<file path="src/rtl/stc_pkg.sv">
// stc_pkg: shared types and sizing helpers for the bit-serial negator
package stc_pkg;
  typedef enum logic {PASS = 1'b0, INV = 1'b1} stc_state_e;
  localparam int STC_MIN_CW = 1;
  function automatic int stc_cnt_w(input int w);
    return ($clog2(w) > STC_MIN_CW) ? $clog2(w) : STC_MIN_CW;
  endfunction
endpackage

</file>
<file path="src/rtl/serial_twos_comp_if.sv">
// serial_twos_comp_if: serial data, mode and result bundle for the negator lanes
interface serial_twos_comp_if #(parameter int CHANNELS = 4);
  logic                in_valid;
  logic [CHANNELS-1:0] in_bit;
  logic [CHANNELS-1:0] neg_en;
  logic                out_valid;
  logic [CHANNELS-1:0] out_bit;
  logic                out_first;
  logic                out_last;
  logic [CHANNELS-1:0] ovf;
  modport master (output in_valid, in_bit, neg_en, input out_valid, out_bit, out_first, out_last, ovf);
  modport slave (input in_valid, in_bit, neg_en, output out_valid, out_bit, out_first, out_last, ovf);
endinterface

</file>
<file path="src/rtl/stc_lane.sv">
// stc_lane: one serial lane, tracks first input 1 and inverts the bits that follow it
module stc_lane
  import stc_pkg::*;
(
  input  logic t_clk,
  input  logic r_n,
  input  logic clr,
  input  logic accept,
  input  logic first,
  input  logic last,
  input  logic in_bit,
  input  logic neg_en,
  output logic out_bit,
  output logic ovf
);
  stc_state_e state;
  logic mode_q;
  logic mode;
  assign mode = first ? neg_en : mode_q;
  // lane FSM, mode capture and registered result/overflow
  always_ff @(posedge t_clk or negedge r_n) begin
    if (!r_n) begin
      state   <= PASS;
      mode_q  <= 1'b0;
      out_bit <= 1'b0;
      ovf     <= 1'b0;
    end else if (clr) begin
      state <= PASS;
      ovf   <= 1'b0;
    end else if (accept) begin
      mode_q  <= mode;
      out_bit <= (mode && state == INV) ? ~in_bit : in_bit;
      ovf     <= last & mode & (state == PASS) & in_bit;
      state   <= last ? PASS : (in_bit ? INV : state);
    end else begin
      ovf <= 1'b0;
    end
  end
endmodule

</file>
<file path="src/rtl/serial_twos_comp.sv">
// serial_twos_comp: multi-lane bit-serial two's-complement negator with word framing
module serial_twos_comp
  import stc_pkg::*;
#(
  parameter int WIDTH    = 8,
  parameter int CHANNELS = 4
) (
  input logic                t_clk,
  input logic                r_n,
  input logic                clr,
  serial_twos_comp_if.slave  bus
);
  localparam int CW = stc_cnt_w(WIDTH);
  logic [CW-1:0] bcnt;
  logic accept, first, last;
  logic [CHANNELS-1:0] ob, ov;
  assign accept = bus.in_valid & ~clr;
  assign first  = (bcnt == '0);
  assign last   = (bcnt == CW'(WIDTH - 1));
  assign bus.out_bit = ob;
  assign bus.ovf     = ov;
  // shared bit position within the word; clr wins over an accepted slot
  always_ff @(posedge t_clk or negedge r_n) begin
    if (!r_n) bcnt <= '0;
    else if (clr) bcnt <= '0;
    else if (bus.in_valid) bcnt <= last ? '0 : bcnt + CW'(1);
  end
  // framing strobes follow the accepted slot by one cycle
  always_ff @(posedge t_clk or negedge r_n) begin
    if (!r_n) begin
      bus.out_valid <= 1'b0;
      bus.out_first <= 1'b0;
      bus.out_last  <= 1'b0;
    end else begin
      bus.out_valid <= accept;
      bus.out_first <= accept & first;
      bus.out_last  <= accept & last;
    end
  end
  for (genvar k = 0; k < CHANNELS; k++) begin : g_lane
    stc_lane u_lane (
      .t_clk   (t_clk),
      .r_n     (r_n),
      .clr     (clr),
      .accept  (accept),
      .first   (first),
      .last    (last),
      .in_bit  (bus.in_bit[k]),
      .neg_en  (bus.neg_en[k]),
      .out_bit (ob[k]),
      .ovf     (ov[k])
    );
  end
endmodule

</file>
<file path="src/flat_wrapper.sv">
// flat-port wrapper written by rule: the top's interface ports become plain ports
module serial_twos_comp_flat import stc_pkg::*;
#(
  parameter int WIDTH    = 8,
  parameter int CHANNELS = 4
)
  (t_clk, r_n, clr, bus_in_valid, bus_in_bit, bus_neg_en, bus_out_valid, bus_out_bit, bus_out_first, bus_out_last, bus_ovf);
  serial_twos_comp_if #(.CHANNELS(CHANNELS)) bus_i ();
  input logic t_clk;
  input logic r_n;
  input logic clr;
  input wire logic [$bits(bus_i.in_valid)-1:0] bus_in_valid;
  input wire logic [$bits(bus_i.in_bit)-1:0] bus_in_bit;
  input wire logic [$bits(bus_i.neg_en)-1:0] bus_neg_en;
  output wire logic [$bits(bus_i.out_valid)-1:0] bus_out_valid;
  output wire logic [$bits(bus_i.out_bit)-1:0] bus_out_bit;
  output wire logic [$bits(bus_i.out_first)-1:0] bus_out_first;
  output wire logic [$bits(bus_i.out_last)-1:0] bus_out_last;
  output wire logic [$bits(bus_i.ovf)-1:0] bus_ovf;
  assign bus_i.in_valid = bus_in_valid;
  assign bus_i.in_bit = bus_in_bit;
  assign bus_i.neg_en = bus_neg_en;
  assign bus_out_valid = bus_i.out_valid;
  assign bus_out_bit = bus_i.out_bit;
  assign bus_out_first = bus_i.out_first;
  assign bus_out_last = bus_i.out_last;
  assign bus_ovf = bus_i.ovf;
  serial_twos_comp #(.WIDTH(WIDTH), .CHANNELS(CHANNELS)) u_core (.t_clk(t_clk), .r_n(r_n), .clr(clr), .bus(bus_i));
endmodule
</file>
<file path="config.mk">
export PLATFORM = sky130hd
export DESIGN_NAME = serial_twos_comp_flat
export DESIGN_NICKNAME = d
export VERILOG_FILES = /design/src/rtl/stc_pkg.sv /design/src/rtl/serial_twos_comp_if.sv /design/src/rtl/stc_lane.sv /design/src/rtl/serial_twos_comp.sv /design/src/flat_wrapper.sv
export SDC_FILE = /design/constraint.sdc
export NUM_CORES = 1
export LEC_CHECK = 0
export CAP_MARGIN = 30
export CORE_MARGIN = 2
export CORE_UTILIZATION = 40
export DETAILED_ROUTE_END_ITERATION = 6
export GPL_ROUTABILITY_DRIVEN = 0
export PLACE_DENSITY = 0.74
export SKIP_CTS_REPAIR_TIMING = 1
export SYNTH_ARGS = -nofsm -noshare
export SYNTH_HDL_FRONTEND = slang
export SYNTH_HIERARCHICAL = 1
export SYNTH_SLANG_ARGS = --single-unit
</file>
<file path="constraint.sdc">
create_clock -name t_clk -period 2.5 [get_ports t_clk]
set_input_delay 0.375 -clock t_clk [delete_from_list [all_inputs] [get_ports t_clk]]
set_output_delay 0.375 -clock t_clk [all_outputs]
set_load 0.01 [all_outputs]
</file>
**Yosys cells after proc, flatten, opt, wreduce, memory -nomap -nowiden**

Index checks and enable logic that the tools add are counted.

- Output and inout bits: 11
- ROM bits: 0
- Memories: 0
- Register bits: 22
- Latch bits: 0
- Input bits: 12
- Logic and storage cells: 97
- RAM bits: 0

- Add/sub/neg operators: 1
- Reduce and logical (&&, ||, !) cells: 16
- Multiplexer cells: 35
- Shift operators: 0
- $mul: 0
- Bitwise logic cells: 24
- Eq/ne operators: 1
- Divide/modulo/power cells: 0
- Order comparisons: 0

Operator list:

| kind | count |
|---|---|
| $mux W1 | 32 |
| $and A1 B1 Y1 | 15 |
| $reduce_bool A3 Y1 | 4 |
| $reduce_and A2 Y1 | 5 |
| $mux W3 | 3 |
| $not A1 Y1 | 9 |
| $logic_and A1 B1 Y1 | 4 |
| $reduce_bool A2 Y1 | 2 |
| $add A3 B1 Y3 const B | 1 |
| $eq A3 B3 Y1 const B | 1 |
| $logic_not A3 Y1 | 1 |

**Longest topological paths before layout**

- Depth after elaboration: 7
- Gate-level depth with buffers: 6
- Gate-level depth less buffers: 6

**Modules after synthesis**

The synthesis kept the hierarchy.

Modules (own cells, without submodules):

| module | seq. area each (um2) | cells each | times used | area each (um2) |
|---|---|---|---|---|
| stc_lane | 100.1 | 18 | 4 | 178.9 |
| serial_twos_comp | 150.1 | 21 | 1 | 265.3 |

**Least setup slack after synthesis**

OpenSTA, ideal clock, no wires.

- Kind: reg-to-reg
- Start: register u_core.bcnt[0]
- End: register u_core.g_lane[0].u_lane.out_bit
- Path buffers: 0
- Arrival time: 1543 ps
- Cell stages (with the launch flop): 7
- Slack: 875 ps
- Period minus slack after synthesis: 1625 ps
- Cells stage by stage: dfrtp_1 -> inv_1 -> ha_1 -> nor2b_1 -> mux2i_1 -> or3_1 -> a31oi_1

- Word-level cells in the longest chain between the ends: 4

RTL lines:

| item | RTL line | source |
|---|---|---|
| from (decl) | serial_twos_comp.sv:14 | `logic [CW-1:0] bcnt;` |
| from (signal assigned) | serial_twos_comp.sv:26 | `else if (bus.in_valid) bcnt <= last ? '0 : bcnt + CW'(1);` |
| $logic_not A3 Y1 | serial_twos_comp.sv:18 | `assign first = (bcnt == '0);` |
| via u_core.first | serial_twos_comp.sv:15 | `logic accept, first, last;` |
| $mux W1 | stc_lane.sv:19 | `assign mode = first ? neg_en : mode_q;` |
| $logic_and A1 B1 Y1 | stc_lane.sv:32 | `out_bit <= (mode && state == INV) ? ~in_bit : in_bit;` |
| $mux W1 | stc_lane.sv:32 |  |
| to (signal assigned) | stc_lane.sv:32 |  |
| to (decl) | stc_lane.sv:13 | `output logic out_bit,` |

The timed path passes the listed nets, and every way through them passes these cells.
A chain may end at the register's enable or synchronous reset.

**Worst setup path in the final report**

- Start: register u_core.bcnt[0]
- End: register u_core.g_lane[3].u_lane.out_bit

- Word-level cells in the longest chain between the ends: 4

RTL lines:

| item | RTL line |
|---|---|
| $logic_not A3 Y1 | serial_twos_comp.sv:18 |
| via u_core.first | serial_twos_comp.sv:15 |
| $mux W1 | stc_lane.sv:19 |
| $logic_and A1 B1 Y1 | stc_lane.sv:32 |
| $mux W1 | stc_lane.sv:32 |
| to (signal assigned) | stc_lane.sv:32 |
| to (decl) | stc_lane.sv:13 |

The timed path passes the listed nets, and every way through them passes these cells.

==> impl_metrics.ini <==
[placed_design]
dpl.hpwl_mm = 1.40
numPortBuffers = 22
dp.cells = 146

[setup_path]
reg2reg_depth = 6
endpoint_kind = flop
start_kind = flop
cp_cell_sequence = inv_1, ha_1, nor2b_1, mux2i_1, or3_1, a31oi_1
max_stage_delay_ns = 0.41
path_max_fanout = 5
critPathKind = reg -> reg
arrival_ns = 2.06
required_ns = 2.73
cp_slowest_cell = dfrtp_1

[clocking]
root_buffer = clkbuf_4
cts.path.max_buffers = 2
cts_sinks = 22
clk_pin_slew_worst_paths_ns = 0.11
numCtsBuffers = 3
cts_tree = done
insertion_delay_ns = 0.30
htreeDepth = 1

[power_and_ir_drop]
ir_worst_vdd_uv = 318
p_per_area_nw_per_um2 = 551
p_leak_nw = 0.551

[detailed_routing]
firstDrtPassIters = 4
via_count = 789
wirelength_mm = 1.91
viasPerCell = 5.30
drc = 0
ant_nets = 0
drt_iter0_drc = 12
wl_per_cell_um = 12.8

[layout]
area_growth_pct = 30.6
final_cell_mix = clkdlybuf4s50_1, dfrtp_1, nand2_1, o21ai_0
final_util_pct = 56.3
drive_above_1_share_pct = 4.96
diodes = 0
instances_no_fill = 149
nets = 138

[sta]
drv_slew = 0
fmax_ghz = 0.547
clock_skew_ns = 0.00367
finalHoldViolations = 0
final.min_clock_period_ns = 1.83
maxSlewHeadroom_pct = 67.6
setup_violations = 0
tightest_slew_ns = 0.485
setup_tns_ns = 0
min_period_over_period_pct = 73.1
rsz0062_at_grt = no

[global_routing]
grt_pass1_wl_mm = 3.34
overflow = 0
antenna_found_initial = 0
grt_max_degree = 23
track_usage_pct = 16.4
grt_pass1_vias = 783

[floorplanning]
die_w_um = 53.5
core.rowCount = 17
core_um2 = 2280
die_area_um2 = 2860
io-pin-count = 23
start_util_pct = 43.1
die-height_um = 53.5

[yosys]
synth_nets = 108
yosysWarnings = 6
syn_inst = 93
ys_types = 17
synth_edf_count = 0
yosysSeqAreaShare_pct = 56.1
ys_ff_latch = 22
synthArstFlopShare_pct = 100
syn_area_um2 = 981
synthFlopType = dfrtp_1
post_synth.cell_area_avg_um2 = 10.5

[outcome]
status = finished clean

[worst_hold_path]
hold_class = in -> async

[flow_run]
maxCapViolCount = 0
## Yosys cell counts, drive strengths merged (2+ instances only)
cell type	count	area (µm²)
and2	2	12.5
or3	4	25.0
a211oi	4	30.0
nor2b	6	37.5
nor4	4	25.0
dfrtp	22	551
inv	6	22.5
mux2i	6	60.1
a31oi	4	25.0
nand2b	4	25.0
o21ai	8	40.0
ha	3	37.5
a21oi	4	20.0
nand2	8	30.0
nor2	6	22.5
## worst paths after layout
check,startpoint,endpoint,slack [ns]
worst min register to register,u_core/g_lane[2].u_lane/state,u_core/g_lane[2].u_lane/ovf,0.46
max in group asynchronous,r_n,u_core/bcnt[2],1.87
worst min-delay path,r_n,u_core/g_lane[0].u_lane/out_bit,0.41
min in group t_clk,u_core/g_lane[2].u_lane/state,u_core/g_lane[2].u_lane/ovf,0.46
worst max register to register,u_core/bcnt[0],u_core/g_lane[3].u_lane/out_bit,0.67
worst max-delay path,u_core/bcnt[0],u_core/g_lane[3].u_lane/out_bit,0.67
## per-stage QoR
step           power (mW)  area, µm²  setup slack [ns]  hold slack, ns
5_1_grt             0.757       1280             0.498           0.418
3_3_place_gp        0.552       1260             0.697           0.447
4_1_cts             0.714       1280             0.665           0.421
3_5_place_dp        0.559       1260             0.633           0.443
2_1_floorplan       0.480        981             0.875          0.0794
6_report            0.705       1280             0.672           0.413
## flip-flops by register name, indices dropped and copies added, names as in the netlist
register	count
u_core/bus.out_first	1
u_core/g_lane.u_lane/ovf	4
u_core/g_lane.u_lane/mode_q	4
u_core/g_lane.u_lane/state	4
u_core/bcnt	3
u_core/bus.out_valid	1
u_core/bus.out_last	1
u_core/g_lane.u_lane/out_bit	4
## routing by layer
metal | vias to the layer above | global-route usage [%] | routed length [µm]
met5 | - | 0 | 0
met4 | 0 | 5.98 | 6
met3 | 2 | 3.95 | 129
met2 | 20 | 29.2 | 962
met1 | 378 | 18.8 | 812
li1 | 389 | - | -
## layout make-up
type                       instances  area (µm²)
fill                             212         995
sequential                        22         551
multi-input combinational         65         408
timing repair buffer              25         243
tap                               28        35.0
clock buffer                       3        22.5
inverter                           6        22.5
## critical path, delay by kind of cell (launching register included)
kind,cells,cell delay [ns]
buf+inv,1,0.09
compound gates,1,0.16
flops,1,0.41
simple gates,2,0.75
mux,1,0.22
fa+ha+maj,1,0.13
## kinds of logic after synthesis
kind of cell / synth area share [%]
AND/OR/NAND/NOR: 19.1
adder cells (fa/ha/maj): 3.83
multiplexers: 6.12
buffers and inverters: 2.30
AO/OA/AOI/OAI: 12.5
flip-flops: 56.1
## power by group
part	total (mW)	internal, mW	switching (mW)
clock network	0.155	0.0562	0.0991
registers	0.407	0.389	0.0186
logic	0.143	0.0736	0.0694
Note: power is estimated with default switching activity, not from simulation.
